[config.mk]
export PLATFORM = sky130hd
export DESIGN_NAME = button_conditioner
export DESIGN_NICKNAME = d
export VERILOG_FILES = /design/src/rtl/button_pkg.sv /design/src/rtl/button_channel.sv /design/src/rtl/button_conditioner.sv
export SDC_FILE = /design/constraint.sdc
export NUM_CORES = 1
export LEC_CHECK = 0
export CAP_MARGIN = 0
export CORE_MARGIN = 2
export CORE_UTILIZATION = 51
export CTS_CLUSTER_DIAMETER = 100
export DETAILED_ROUTE_END_ITERATION = 12
export GPL_TIMING_DRIVEN = 1
export PLACE_DENSITY = 0.75
export SLEW_MARGIN = 40
export SYNTH_ARGS = -nofsm -noshare
export SYNTH_HDL_FRONTEND = slang
export SYNTH_SLANG_ARGS = --single-unit
[constraint.sdc]
create_clock -name clk -period 1.3 [get_ports clk]
set_input_delay 0.195 -clock clk [delete_from_list [all_inputs] [get_ports clk]]
set_output_delay 0.195 -clock clk [all_outputs]
set_load 0.1 [all_outputs]
[src/rtl/button_pkg.sv]
`timescale 1ns / 1ps
`default_nettype none
// ============================================================================
// Module   : button_pkg
// Purpose  : Shared definitions for the button conditioner: the per-channel
//            FSM state encoding, default parameter values and a helper that
//            sizes counters for a given maximum value.
// Ports    : none (package)
// Revision : 1.0 - initial release
// ============================================================================
package button_pkg;

  typedef enum logic [1:0] {
    IDLE      = 2'd0,
    ARMING    = 2'd1,
    PRESSED   = 2'd2,
    RELEASING = 2'd3
  } btn_state_t;

  localparam int DEF_N_CH          = 5;
  localparam int DEF_DB_CYCLES     = 4;
  localparam int DEF_LONG_CYCLES   = 8;
  localparam int DEF_REPEAT_CYCLES = 3;

  // Bits needed to hold values 0..max_val, never less than one bit.
  function automatic int cnt_width(input int max_val);
    int w;
    w = $clog2(max_val + 1);
    return (w < 1) ? 1 : w;
  endfunction

endpackage
`default_nettype wire

[src/rtl/button_channel.sv]
`timescale 1ns / 1ps
`default_nettype none
// ============================================================================
// Module   : button_channel
// Purpose  : One button channel: debounce FSM, press/release edge pulses,
//            long-press hold detection and auto-repeat pulse generation.
// Ports    : clk           - clock, all state on rising edge
//            rst           - synchronous active-high reset
//            button        - raw synchronised button level (1 = pressed)
//            level         - debounced level
//            press         - one-cycle pulse on debounced rising edge
//            release_pulse - one-cycle pulse on debounced falling edge
//            hold          - long-press level
//            rpt           - auto-repeat pulses while hold is high
// Revision : 1.0 - initial release
// ============================================================================
module button_channel
  import button_pkg::*;
#(
  parameter int DB_CYCLES     = DEF_DB_CYCLES,
  parameter int LONG_CYCLES   = DEF_LONG_CYCLES,
  parameter int REPEAT_CYCLES = DEF_REPEAT_CYCLES
) (
  input  logic clk,
  input  logic rst,
  input  logic button,
  output logic level,
  output logic press,
  output logic release_pulse,
  output logic hold,
  output logic rpt
);

  localparam int DB_W   = cnt_width(DB_CYCLES);
  localparam int LONG_W = cnt_width(LONG_CYCLES);
  localparam int RPT_W  = cnt_width(REPEAT_CYCLES - 1);

  // Debounce count reaching DB_LAST means this sample is the DB_CYCLES-th.
  localparam logic [DB_W-1:0]   DB_LAST  = DB_W'(DB_CYCLES - 1);
  localparam logic [LONG_W-1:0] LONG_MAX = LONG_W'(LONG_CYCLES);
  localparam logic [RPT_W-1:0]  RPT_LAST = RPT_W'(REPEAT_CYCLES - 1);

  btn_state_t        state;
  btn_state_t        state_nxt;
  logic [DB_W-1:0]   db_cnt;
  logic [DB_W-1:0]   db_cnt_nxt;
  logic [LONG_W-1:0] long_cnt;
  logic [RPT_W-1:0]  rpt_cnt;
  logic              level_q;

  // --------------------------------------------------------------------------
  // Debounce FSM
  // --------------------------------------------------------------------------
  always_ff @(posedge clk) begin
    if (rst) begin
      state  <= IDLE;
      db_cnt <= '0;
    end else begin
      state  <= state_nxt;
      db_cnt <= db_cnt_nxt;
    end
  end

  always_comb begin
    state_nxt  = state;
    db_cnt_nxt = db_cnt;
    case (state)
      IDLE: begin
        if (button) begin
          if (DB_CYCLES == 1) begin
            state_nxt = PRESSED;
          end else begin
            state_nxt  = ARMING;
            db_cnt_nxt = DB_W'(1);
          end
        end
      end
      ARMING: begin
        if (!button) begin
          state_nxt  = IDLE;
          db_cnt_nxt = '0;
        end else if (db_cnt == DB_LAST) begin
          state_nxt  = PRESSED;
          db_cnt_nxt = '0;
        end else begin
          db_cnt_nxt = db_cnt + 1'b1;
        end
      end
      PRESSED: begin
        if (!button) begin
          if (DB_CYCLES == 1) begin
            state_nxt = IDLE;
          end else begin
            state_nxt  = RELEASING;
            db_cnt_nxt = DB_W'(1);
          end
        end
      end
      RELEASING: begin
        // A return to 1 is a bounce: level never dropped, so no press pulse.
        if (button) begin
          state_nxt  = PRESSED;
          db_cnt_nxt = '0;
        end else if (db_cnt == DB_LAST) begin
          state_nxt  = IDLE;
          db_cnt_nxt = '0;
        end else begin
          db_cnt_nxt = db_cnt + 1'b1;
        end
      end
      default: begin
        state_nxt  = IDLE;
        db_cnt_nxt = '0;
      end
    endcase
  end

  // Level comes straight from the state register, so it is glitch-free and
  // stays high through RELEASING bounces.
  assign level = (state == PRESSED) || (state == RELEASING);

  // --------------------------------------------------------------------------
  // Edge, hold and repeat tracking
  // --------------------------------------------------------------------------
  always_ff @(posedge clk) begin
    if (rst) begin
      // Clearing level_q with the FSM keeps reset from looking like a release.
      level_q  <= 1'b0;
      long_cnt <= '0;
      rpt_cnt  <= '0;
    end else begin
      level_q <= level;

      if (!level) begin
        long_cnt <= '0;
      end else if (long_cnt != LONG_MAX) begin
        long_cnt <= long_cnt + 1'b1;
      end

      if (!hold || (rpt_cnt == RPT_LAST)) begin
        rpt_cnt <= '0;
      end else begin
        rpt_cnt <= rpt_cnt + 1'b1;
      end
    end
  end

  assign press         = level && !level_q;
  assign release_pulse = !level && level_q;
  // Both qualified by level so they drop in the same cycle level does.
  assign hold          = level && (long_cnt == LONG_MAX);
  assign rpt           = hold && (rpt_cnt == '0);

endmodule
`default_nettype wire

[src/rtl/button_conditioner.sv]
`timescale 1ns / 1ps
`default_nettype none
// ============================================================================
// Module   : button_conditioner
// Purpose  : N_CH independent button channels, each debounced and decoded
//            into level, press/release pulses, long-press hold and repeat.
// Ports    : clk           - clock, all state on rising edge
//            rst           - synchronous active-high reset
//            button        - [N_CH] raw synchronised button levels
//            level         - [N_CH] debounced levels
//            press         - [N_CH] debounced rising-edge pulses
//            release_pulse - [N_CH] debounced falling-edge pulses
//                            ("release" is a reserved word in SystemVerilog)
//            hold          - [N_CH] long-press levels
//            rpt           - [N_CH] auto-repeat pulses
// Revision : 1.0 - initial release
// ============================================================================
module button_conditioner
  import button_pkg::*;
#(
  parameter int N_CH          = DEF_N_CH,
  parameter int DB_CYCLES     = DEF_DB_CYCLES,
  parameter int LONG_CYCLES   = DEF_LONG_CYCLES,
  parameter int REPEAT_CYCLES = DEF_REPEAT_CYCLES
) (
  input  logic            clk,
  input  logic            rst,
  input  logic [N_CH-1:0] button,
  output logic [N_CH-1:0] level,
  output logic [N_CH-1:0] press,
  output logic [N_CH-1:0] release_pulse,
  output logic [N_CH-1:0] hold,
  output logic [N_CH-1:0] rpt
);

  for (genvar i = 0; i < N_CH; i++) begin : g_ch
    button_channel #(
      .DB_CYCLES    (DB_CYCLES),
      .LONG_CYCLES  (LONG_CYCLES),
      .REPEAT_CYCLES(REPEAT_CYCLES)
    ) u_channel (
      .clk          (clk),
      .rst          (rst),
      .button       (button[i]),
      .level        (level[i]),
      .press        (press[i]),
      .release_pulse(release_pulse[i]),
      .hold         (hold[i]),
      .rpt          (rpt[i])
    );
  end

endmodule
`default_nettype wire

==> flow_summary.json, run 1 <==
{
  "cp-end-kind": "output pin",
  "crit_chain": "inv_2 > ha_4 > and3b_2 > and3_4 > buf_12",
  "startpoint": "g_ch[0].u_channel.long_cnt[0]$_SDFFE_PP0P_",
  "nets": 403,
  "insertion_delay_ns": 0.33,
  "internal-power_w": 0.00269,
  "max_freq_mhz": 620,
  "drv_cap": 0,
  "clock_sinks": 60,
  "pwr-share-seq_pct": 54.4,
  "ys_async_sr_fraction_pct": 0,
  "root_buffer": "clkbuf_8",
  "hp-start": "g_ch[0].u_channel.rpt_cnt[0]$_SDFF_PP0_",
  "crit_path_start_kind": "flip-flop",
  "rrSetupSlack_ns": 0.04,
  "power_frac_clock_pct": 40.8,
  "cts_tree": "built",
  "ys_seq_area_share_pct": 39.6,
  "drive_gt1_share_pct": 40.2,
  "drc": 0,
  "status": "complete, but fails checks",
  "cpPeakStageDelay_ns": 0.32,
  "dieArea_mm2": 0.00658,
  "clock_skew_ns": 0.00697,
  "dr.pass1.iters": 4,
  "synthTopCellsByArea": "dfxtp_1 (40%), ha_1 (10%), buf_4 (6.2%)",
  "h-tree-depth": 3,
  "swShare_pct": 22.2,
  "via_per_inst": 4.87,
  "reg2reg_depth": 5,
  "synth-adder-area-share_pct": 10.3,
  "postSynthCellCount": 322,
  "setup_violations": 15,
  "postSynthAreaPerCell_um2": 9.42,
  "drt_first_iter_violations": 52,
  "start_util_pct": 51.9,
  "syn_area_mm2": 0.00303,
  "synth_top_family_by_area": "simple AND/OR/NAND/NOR gates",
  "utilization_pct": 71.7,
  "gp_congestion": 0.783,
  "violations": "negative setup slack",
  "rsz0062_at_grt": "true",
  "worstReg2RegEnd": "g_ch[3].u_channel.db_cnt[1]$_SDFFE_PP0P_",
  "die_x_um": 81.1,
  "ant_nets": 0,
  "min_path_cells": 1,
  "fp.dieH_um": 81.1,
  "min_period_ns": 1.61,
  "netlist.area_leader.share_pct": 39.6,
  "finalHoldViolations": 0,
  "whs_ns": 0.419,
  "portBuffers": 31,
  "numCtsBuffers": 9,
  "post-dp-hpwl_mm": 3.71,
  "area_growth_syn_to_layout_pct": 38.3,
  "powerDensity_mw_per_mm2": 824,
  "crit_buf_inv": 2,
  "grt-ovfl-total": 0,
  "diodes": 0,
  "hold_class": "flip-flop to flip-flop",
  "grt_pass1_wl_mm": 9.38,
  "std_cell_rows": 28,
  "ys.flop_type": "dfxtp_1",
  "cts.reportedPaths.clkPinSlew_ns": 0.06,
  "synth_warnings": 0,
  "grt_pass1_vias": 2248,
  "cp_slowest_cell": "dfxtp_2",
  "final.setup.tns_ns": -2.79,
  "synth_xor_area_share_pct": 7.01,
  "synth-compound-area-share_pct": 3.18,
  "cp_max_fo": 3,
  "synth-simple-area-share_pct": 24.0,
  "drv_slew": 0,
  "cp_top_family": "simple AND/OR/NAND/NOR gates",
  "power_switching_w": 0.000767,
  "ys_seq_elements": 60,
  "vias": 2195,
  "coreArea_mm2": 0.00585,
  "slew_headroom_pct": 83.7,
  "leakage_nw": 1.74,
  "arrival_ns": 1.42,
  "wirelength_mm": 5.41,
  "hold_buffers": 0,
  "synthMuxAreaShare_pct": 4.87,
  "p_comb_share_pct": 4.8,
  "wl_per_cell_um": 12.0,
  "criticalPathCategory": "flip-flop to output pin",
  "worst_slew_pin_slew_ns": 0.245,
  "synth-edff-count": 0,
  "track_usage_pct": 18.6,
  "syn-num-nets": 354,
  "cp.required_ns": 1.11,
  "period_share_pct": 124,
  "irDropWorstVdd_mv": 0.684,
  "clk_path_buf_depth": 2,
  "synth_cell_types": 34,
  "grt_max_degree": 11,
  "setup_ws_ns": -0.314,
  "antenna_found_initial": 0,
  "io_pins": 32,
  "hold_end": "g_ch[0].u_channel.rpt_cnt[0]$_SDFF_PP0_",
  "dp_slack_ns": -0.212,
  "synth_area_leader_cell": "dfxtp_1"
}
cell type report:
cell class	count	area (um2)
Clock buffer	14	153
Clock inverter	2	10.0
Fill cell	393	1660
Inverter	31	116
Multi-Input combinational cell	198	1710
Sequential cell	60	1230
Tap cell	75	93.8
Timing Repair Buffer	71	880
through the flow:
| step | cells | area, um2 | total power, W |
|---|---|---|---|
| 2_1_floorplan | 322 | 3110 | 0.00202 |
| 3_3_place_gp | 426 | 3720 | 0.00208 |
| 3_5_place_dp | 426 | 3720 | 0.00209 |
| 4_1_cts | 447 | 4140 | 0.00349 |
| 5_1_grt | 451 | 4200 | 0.00359 |
| 6_report | 451 | 4200 | 0.00346 |
layer usage:
layer  up-vias  global-route usage, %  part of all wire (%)
met4         0                   10.8                   2.0
met3         8                   3.56                   2.4
met2        32                   33.1                    53
li1       1124                      -                     -
met5         -                      0                     0
met1      1031                   20.5                    43
flip-flops by register name, summed over array words and instances (netlist names), named ones only:
| signal | count |
|---|---|
| g_ch.u_channel.long_cnt | 20 |
| g_ch.u_channel.db_cnt | 15 |
| g_ch.u_channel.rpt_cnt | 10 |
| g_ch.u_channel.level_q | 5 |
| g_ch.u_channel.state | 5 |
cells by family (layout without fill, tap and decap cells):
logic type	Yosys count	in the layout
AND/OR/NAND/NOR	127	127
buffers and inverters	64	118
flip-flops	60	60
adder cells (fa/ha/maj)	25	25
XOR/XNOR	20	20
AO/OA/AOI/OAI	13	13
multiplexers	13	13
cell usage after synthesis (all sizes together) (2+ instances only):
master	count
nand2	12
or2b	5
and3	6
xor2	10
nor3	9
mux2	5
nand3	6
o21a	4
nand2b	5
mux2i	8
nor2b	12
nor3b	8
nor2	31
and3b	2
and4b	2
nor4	10
clkbuf	6
and2	5
buf	27
a21oi	4
or3b	2
and2b	2
dfxtp	60
xnor2	10
ha	25
nand3b	10
inv	31
o21ba	3
power groups by stage:
| stage | combinational (W) | clock (W) | sequential [W] |
|---|---|---|---|
| 2_1_floorplan | 0.0000922 | 0 | 0.00192 |
| 3_3_place_gp | 0.000156 | 0 | 0.00193 |
| 3_5_place_dp | 0.000162 | 0 | 0.00193 |
| 4_1_cts | 0.000163 | 0.00145 | 0.00188 |
| 5_1_grt | 0.000184 | 0.00153 | 0.00188 |
| 6_report | 0.000165 | 0.00141 | 0.00188 |
how the worst max path moves through the flow:
| stage | slack, ns | cells after the start | endpoint |
|---|---|---|---|
| global placement | -0.17 | 4 | g_ch[1].u_channel.db_cnt[2]$_SDFFE_PP0P_ |
| detailed placement | -0.21 | 4 | g_ch[1].u_channel.db_cnt[2]$_SDFFE_PP0P_ |
| floorplan | -0.01 | 5 | rpt[0] |
| finish | -0.31 | 5 | rpt[0] |
| global route | -0.38 | 5 | rpt[0] |
| CTS | -0.34 | 5 | rpt[3] |
placed cells by master (no fill, tap or decap), drive strengths merged, types with 5 or more instances in the layout:
cell           instances
nor4                  10
and2                   5
or2b                   5
clkdlybuf4s50          6
nand3                  6
ha                    25
xor2                  10
buf                   65
nand3b                10
nor2                  31
nor3b                  8
nand2b                 5
inv                   31
nand2                 12
dfxtp                 60
clkbuf                14
nor2b                 12
and3                   6
nor3                   9
mux2                   5
xnor2                 10
mux2i                  8
repair_timing:
item / 4_1_cts / 5_1_grt
buffers inserted: 6 / 4
pin swaps: 19 / 10
resized for setup: 67 / 9
setup endpoints to repair: 24 / 20
(Power assumes the default switching activity.)
==> inputs of run 2 (changes only) <==
--- a/config.mk
+++ b/config.mk
@@ -7,11 +7,10 @@
 export LEC_CHECK = 0
 export CAP_MARGIN = 0
 export CORE_MARGIN = 2
-export CORE_UTILIZATION = 51
+export CORE_UTILIZATION = 56
 export CTS_CLUSTER_DIAMETER = 100
 export DETAILED_ROUTE_END_ITERATION = 12
-export GPL_TIMING_DRIVEN = 1
-export PLACE_DENSITY = 0.75
+export PLACE_DENSITY = 0.78
 export SLEW_MARGIN = 40
 export SYNTH_ARGS = -nofsm -noshare
 export SYNTH_HDL_FRONTEND = slang
==> constraint.sdc (replaced) <==
create_clock -name clk -period 1.85 [get_ports clk]
set_input_delay 0.2775 -clock clk [delete_from_list [all_inputs] [get_ports clk]]
set_output_delay 0.2775 -clock clk [all_outputs]
set_load 0.1 [all_outputs]
==> flow_summary.json, run 2 (same netlist as run 1, synthesis figures left out) <==
{
  "final_area_mm2": 0.00373,
  "drv_cap": 0,
  "crit_buf_inv": 2,
  "numCtsBuffers": 9,
  "nets": 367,
  "dr.pass1.iters": 4,
  "reg2reg_depth": 7,
  "cp_max_fo": 3,
  "start_util_pct": 58.7,
  "dp.cells": 391,
  "cp.required_ns": 1.57,
  "placed_area_mm2": 0.00348,
  "leakage_nw": 1.54,
  "arrival_ns": 1.50,
  "ant_nets": 0,
  "grt-ovfl-total": 0,
  "wl_per_cell_um": 10.8,
  "largest_reg_flops": 20,
  "h-tree-depth": 3,
  "hold_end": "g_ch[2].u_channel.rpt_cnt[0]$_SDFF_PP0_",
  "clk_path_buf_depth": 2,
  "hp-start": "g_ch[2].u_channel.rpt_cnt[0]$_SDFF_PP0_",
  "antenna_found_initial": 0,
  "grt_pass1_vias": 1902,
  "portBuffers": 31,
  "clock_sinks": 60,
  "powerDensity_mw_per_mm2": 651,
  "reg_top3": "g_ch.u_channel.long_cnt: 20 flops, g_ch.u_channel.db_cnt: 15 flops, g_ch.u_channel.rpt_cnt: 10 flops",
  "grt_max_degree": 31,
  "min_period_ns": 1.78,
  "finalHoldViolations": 0,
  "root_buffer": "clkbuf_8",
  "finalNonFillerCells": 409,
  "worst_slew_pin_slew_ns": 0.361,
  "largest-register": "g_ch.u_channel.long_cnt",
  "vias": 1984,
  "grt_pass1_wl_mm": 7.75,
  "cts_tree": "built",
  "wirelength_mm": 4.42,
  "whs_ns": 0.417,
  "rr_startpoint": "g_ch[3].u_channel.long_cnt[0]$_SDFFE_PP0P_",
  "met1_usage_pct": 17.6,
  "layout.cells.most_common_list": "dfxtp_1 (55), inv_1 (31), nor2_1 (28)",
  "post-dp-hpwl_mm": 3.20,
  "grt_use_met3_pct": 5.00,
  "io_pins": 32,
  "hold_class": "flip-flop to flip-flop",
  "track_usage_pct": 16.2,
  "drt_first_iter_violations": 55,
  "cp_slowest_cell": "dfxtp_2",
  "grt_busiest_layer": "met2",
  "crit_cells": 5,
  "area_growth_syn_to_layout_pct": 22.8,
  "worstReg2RegEnd": "g_ch[3].u_channel.long_cnt[0]$_SDFFE_PP0P_",
  "cp-end-kind": "output pin",
  "insertion_delay_ns": 0.32,
  "slew_headroom_pct": 75.9,
  "max_freq_mhz": 561,
  "rrSetupSlack_ns": 0.44,
  "diodes": 0,
  "drive_gt1_share_pct": 22.1,
  "irDropWorstVdd_mv": 0.480,
  "gp_congestion": 0.720,
  "cp_top_family": "simple AND/OR/NAND/NOR gates",
  "fillers": 367,
  "setup_violations": 0,
  "cts.reportedPaths.clkPinSlew_ns": 0.06,
  "crit_path_start_kind": "flip-flop",
  "final_common_cell": "dfxtp_1",
  "drc": 0,
  "fp.dieH_um": 77.6,
  "coreArea_mm2": 0.00517,
  "use_met2_pct": 27.8,
  "min_path_cells": 1,
  "dieArea_mm2": 0.00602,
  "crit_chain": "inv_1 > ha_1 > and3b_2 > and3_4 > buf_12",
  "status": "finished clean",
  "cpPeakStageDelay_ns": 0.33,
  "hold_buffers": 0,
  "die_x_um": 77.6,
  "std_cell_rows": 26,
  "p_total_w": 0.00243,
  "period_share_pct": 96.3,
  "via_per_inst": 4.85,
  "criticalPathCategory": "flip-flop to output pin",
  "drv_slew": 0,
  "clock_skew_ns": 0.00574
}
[run 2: cell types whose count changed in the layout (fill, tap and decap cells not counted), sizes merged]
cell / delta
clkbuf: -1
buf: -36
[run 2: final cells by class]
cell class              instances  area (um2)  share of cell area [%]
multi-input cells             198        1540                    41.4
flip-flops and latches         60        1210                    32.4
repair buffers                 35         603                    16.2
clock buffers                  13         159                    4.26
inverters                      31         116                    3.12
well taps                      70        87.6                    2.35
clock inverters                 2        10.0                   0.269
[run 2: what timing repair did]
action,CTS,global route
buffers inserted,2,1
pin swaps,0,0
resized for setup,6,13
endpoints found under the setup margin,5,9
[run 2: worst reg2reg max path, cell delays in order, from the launching register on]
cell     delay (ns)
dfxtp_2        0.33
inv_1          0.07
ha_1           0.21
and3b_2        0.22
buf_4          0.13
buf_4          0.13
xnor2_1        0.14
nor2_1         0.05
[run 2: worst max path at each step]
| stage | from | to |
|---|---|---|
| 3_3_place_gp | button[0] | g_ch[0].u_channel.db_cnt[2]$_SDFFE_PP0P_ |
| 4_1_cts | g_ch[3].u_channel.long_cnt[1]$_SDFFE_PP0P_ | rpt[3] |
| 6_report | g_ch[3].u_channel.long_cnt[0]$_SDFFE_PP0P_ | rpt[3] |
| 3_5_place_dp | button[2] | g_ch[2].u_channel.db_cnt[2]$_SDFFE_PP0P_ |
| 2_1_floorplan | g_ch[0].u_channel.long_cnt[0]$_SDFFE_PP0P_ | rpt[0] |
| 5_1_grt | g_ch[2].u_channel.long_cnt[0]$_SDFFE_PP0P_ | rpt[2] |
[run 2: per-stage QoR]
step / util (%) / setup WS [ns] / TNS (ns)
global route: 72.1 / -0.00129 / -0.00129
detailed placement: 67.3 / 0.161 / 0
floorplan: - / 0.383 / 0
global placement: 67.3 / 0.236 / 0
CTS: 71.0 / 0.00534 / 0
finish: 72.1 / 0.0680 / 0
[run 2: metal layers]
metal,vias to the layer above,wire (um)
met2,33,2150
met1,894,2030
met4,0,91
li1,1049,-
met3,8,152
met5,-,0
[run 2: report_power, final]
group	leakage (nW)	internal [W]	total [W]	switching, W
registers	0.489	0.00131	0.00133	0.0000171
logic	0.963	0.0000521	0.0000961	0.0000441
clock network	0.0893	0.000548	0.00100	0.000455
==> inputs of run 3 (changes only) <==
--- a/config.mk
+++ b/config.mk
@@ -10,8 +10,10 @@
 export CORE_UTILIZATION = 56
 export CTS_CLUSTER_DIAMETER = 100
 export DETAILED_ROUTE_END_ITERATION = 12
+export HOLD_SLACK_MARGIN = 0.1
 export PLACE_DENSITY = 0.78
 export SLEW_MARGIN = 40
 export SYNTH_ARGS = -nofsm -noshare
 export SYNTH_HDL_FRONTEND = slang
+export SYNTH_HIERARCHICAL = 1
 export SYNTH_SLANG_ARGS = --single-unit
==> flow_summary.json, run 3 <==
{
  "status": "finished clean",
  "grt-ovfl-total": 0,
  "synth-edff-count": 0,
  "insertion_delay_ns": 0.34,
  "netlist.area_leader.share_pct": 41.8,
  "final.setup.tns_ns": 0,
  "setup_violations": 0,
  "ys.flop_type": "dfxtp_1",
  "synthTopCellsByArea": "dfxtp_1 (42%), ha_1 (11%), inv_1 (3.9%)",
  "period_share_pct": 96.9,
  "area_growth_syn_to_layout_pct": 31.9,
  "finalNonFillerCells": 414,
  "grt_pass1_wl_mm": 7.90,
  "hold_class": "flip-flop to flip-flop",
  "fillers": 358,
  "synth_area_leader_cell": "dfxtp_1",
  "dr.pass1.iters": 4,
  "portBuffers": 31,
  "final_common_cell": "dfxtp_1",
  "cts.reportedPaths.clkPinSlew_ns": 0.06,
  "antenna_found_initial": 0,
  "drive_gt1_share_pct": 28.8,
  "use_met2_pct": 28.9,
  "grt_max_degree": 31,
  "io_pins": 32,
  "syn-num-nets": 327,
  "cp_max_fo": 3,
  "coreArea_mm2": 0.00504,
  "yosys-top-cells-count": "dfxtp_1 (60), inv_1 (30), ha_1 (25), nor2_1 (25), nand2_1 (15)",
  "clock_sinks": 60,
  "largest-register": "g_ch.u_channel/long_cnt",
  "multi_input_area_mm2": 0.00159,
  "drv_slew": 0,
  "largest_reg_flops": 20,
  "ys_async_sr_fraction_pct": 0,
  "start_util_pct": 56.9,
  "nets": 372,
  "max_freq_mhz": 558,
  "layout.cells.most_common_list": "dfxtp_1 (50), inv_1 (27), buf_12 (26)",
  "reg_top3": "g_ch.u_channel/long_cnt: 20 flops, g_ch.u_channel/db_cnt: 15 flops, g_ch.u_channel/rpt_cnt: 10 flops",
  "powerDensity_mw_per_mm2": 625,
  "p_comb_share_pct": 4.0,
  "clock_skew_ns": 0.00992,
  "clk_path_buf_depth": 2,
  "drv_cap": 0,
  "grt_pass1_vias": 1909,
  "drt_first_iter_violations": 74,
  "h-tree-depth": 3,
  "postSynthCellCount": 295,
  "drc": 0,
  "dieArea_mm2": 0.00572,
  "postSynthAreaPerCell_um2": 9.73,
  "synth_warnings": 6,
  "power_switching_w": 0.000538,
  "slew_headroom_pct": 74.7,
  "syn_area_mm2": 0.00287,
  "criticalPathCategory": "flip-flop to output pin",
  "diodes": 0,
  "ys_seq_area_share_pct": 41.8,
  "finalHoldViolations": 0,
  "rsz0062_at_grt": "true",
  "track_usage_pct": 18.5,
  "numCtsBuffers": 9,
  "vias": 2080,
  "synth_cell_types": 28,
  "fp.dieH_um": 75.6,
  "gp_congestion": 0.731,
  "dp.cells": 392,
  "arrival_ns": 1.51,
  "grt_busiest_layer": "met2",
  "wl_per_cell_um": 11.5,
  "via_per_inst": 5.02,
  "worst_slew_pin_slew_ns": 0.379,
  "min_period_ns": 1.79,
  "ant_nets": 0,
  "met1_usage_pct": 22.2,
  "synth.most_common_cell": "dfxtp_1",
  "crit_path_start_kind": "flip-flop",
  "leakage_nw": 1.56,
  "wirelength_mm": 4.76,
  "pwr-share-seq_pct": 56.0,
  "cp-end-kind": "output pin",
  "register_area_mm2": 0.00121,
  "root_buffer": "clkbuf_8",
  "std_cell_rows": 26,
  "irDropWorstVdd_mv": 0.450,
  "cts_tree": "built",
  "cp.required_ns": 1.57,
  "swShare_pct": 22.7,
  "internal-power_w": 0.00183,
  "die_x_um": 75.6,
  "ys_seq_elements": 60,
  "power_frac_clock_pct": 40.0,
  "grt_use_met3_pct": 6.61,
  "post-dp-hpwl_mm": 3.25
}
[run 3: changes by cell type in the layout (fill, tap and decap cells not counted), moves of 4 or more]
cell / previous run / this run
nor2b_1: 12 / 5
buf_4: 3 / 7
nor2b_2: 0 / 5
dfxtp_1: 55 / 50
dfxtp_2: 5 / 10
inv_1: 31 / 27
[run 3: final cells by class]
class | instances | area share (%)
clock buffers | 12 | 3.57
clock inverters | 3 | 0.396
inverters | 30 | 2.97
multi-input cells | 200 | 42.0
flip-flops and latches | 60 | 32.0
well taps | 70 | 2.31
repair buffers | 39 | 16.7
[run 3: timing repair]
action                                 4_1_cts  5_1_grt
hold buffers                                 0        0
endpoints found under the hold margin        0        0
setup endpoints to repair                   10        9
gates resized for setup                     15       14
buffers inserted                             5        2
[run 3: logic make-up (layout without fill, tap and decap cells)]
family,count (synthesis),in the layout,synth area share (%)
adders and majority gates,25,25,10.9
and+or+nand+nor,130,130,27.5
buffers and inverters,35,84,4.79
xor gates and xnor gates,20,20,7.41
AOI/OAI and AO/OA,15,15,3.92
DFF,60,60,41.8
muxes,10,10,3.70
[run 3: metal layers]
layer | share of wire [%] | vias to the layer above | wire length [um]
li1 | - | 1064 | -
met1 | 46 | 964 | 2200
met2 | 47 | 38 | 2250
met3 | 4.0 | 14 | 190
met4 | 2.5 | 0 | 117
met5 | 0 | - | 0
[run 3: path summary, 6_finish.rpt]
check | start | endpoint | slack [ns] | cells after the start
max reg2reg | flip-flop | g_ch[0].u_channel/db_cnt[2]$_SDFFE_PP0P_ | 0.45 | 3
min | g_ch[4].u_channel/rpt_cnt[0]$_SDFF_PP0_ | g_ch[4].u_channel/rpt_cnt[0]$_SDFF_PP0_ | 0.42 | 1
max | g_ch[1].u_channel/long_cnt[0]$_SDFFE_PP0P_ | rpt[1] | 0.06 | 5
min reg2reg | g_ch[4].u_channel/rpt_cnt[0]$_SDFF_PP0_ | g_ch[4].u_channel/rpt_cnt[0]$_SDFF_PP0_ | 0.42 | 1
[run 3: stage by stage]
stage / total power [W] / hold slack (ns) / instance area [um2] / worst slack, ns / utilization, %
2_1_floorplan: 0.00141 / 0.347 / 2880 / 0.0133 / -
3_3_place_gp: 0.00145 / 0.410 / 3530 / 0.244 / 70.0
3_5_place_dp: 0.00145 / 0.415 / 3530 / 0.199 / 70.0
4_1_cts: 0.00240 / 0.425 / 3730 / 0.0103 / 74.0
5_1_grt: 0.00247 / 0.432 / 3790 / -0.000313 / 75.1
6_report: 0.00237 / 0.425 / 3790 / 0.0580 / 75.1
[run 3: power by group through the flow]
stage,clock network (W),registers [W],logic (W)
after floorplan,0,0.00135,0.0000553
after global placement,0,0.00135,0.0000931
after detailed placement,0,0.00136,0.0000968
after CTS,0.000972,0.00133,0.0000969
after global routing,0.00103,0.00133,0.000106
final,0.000947,0.00133,0.0000957
[run 3: worst max-delay path, cell delays in order, from the launching register on]
cell     delay, ns
dfxtp_2       0.34
inv_1         0.06
ha_1          0.21
and3b_2       0.22
and3_4        0.19
buf_12        0.16
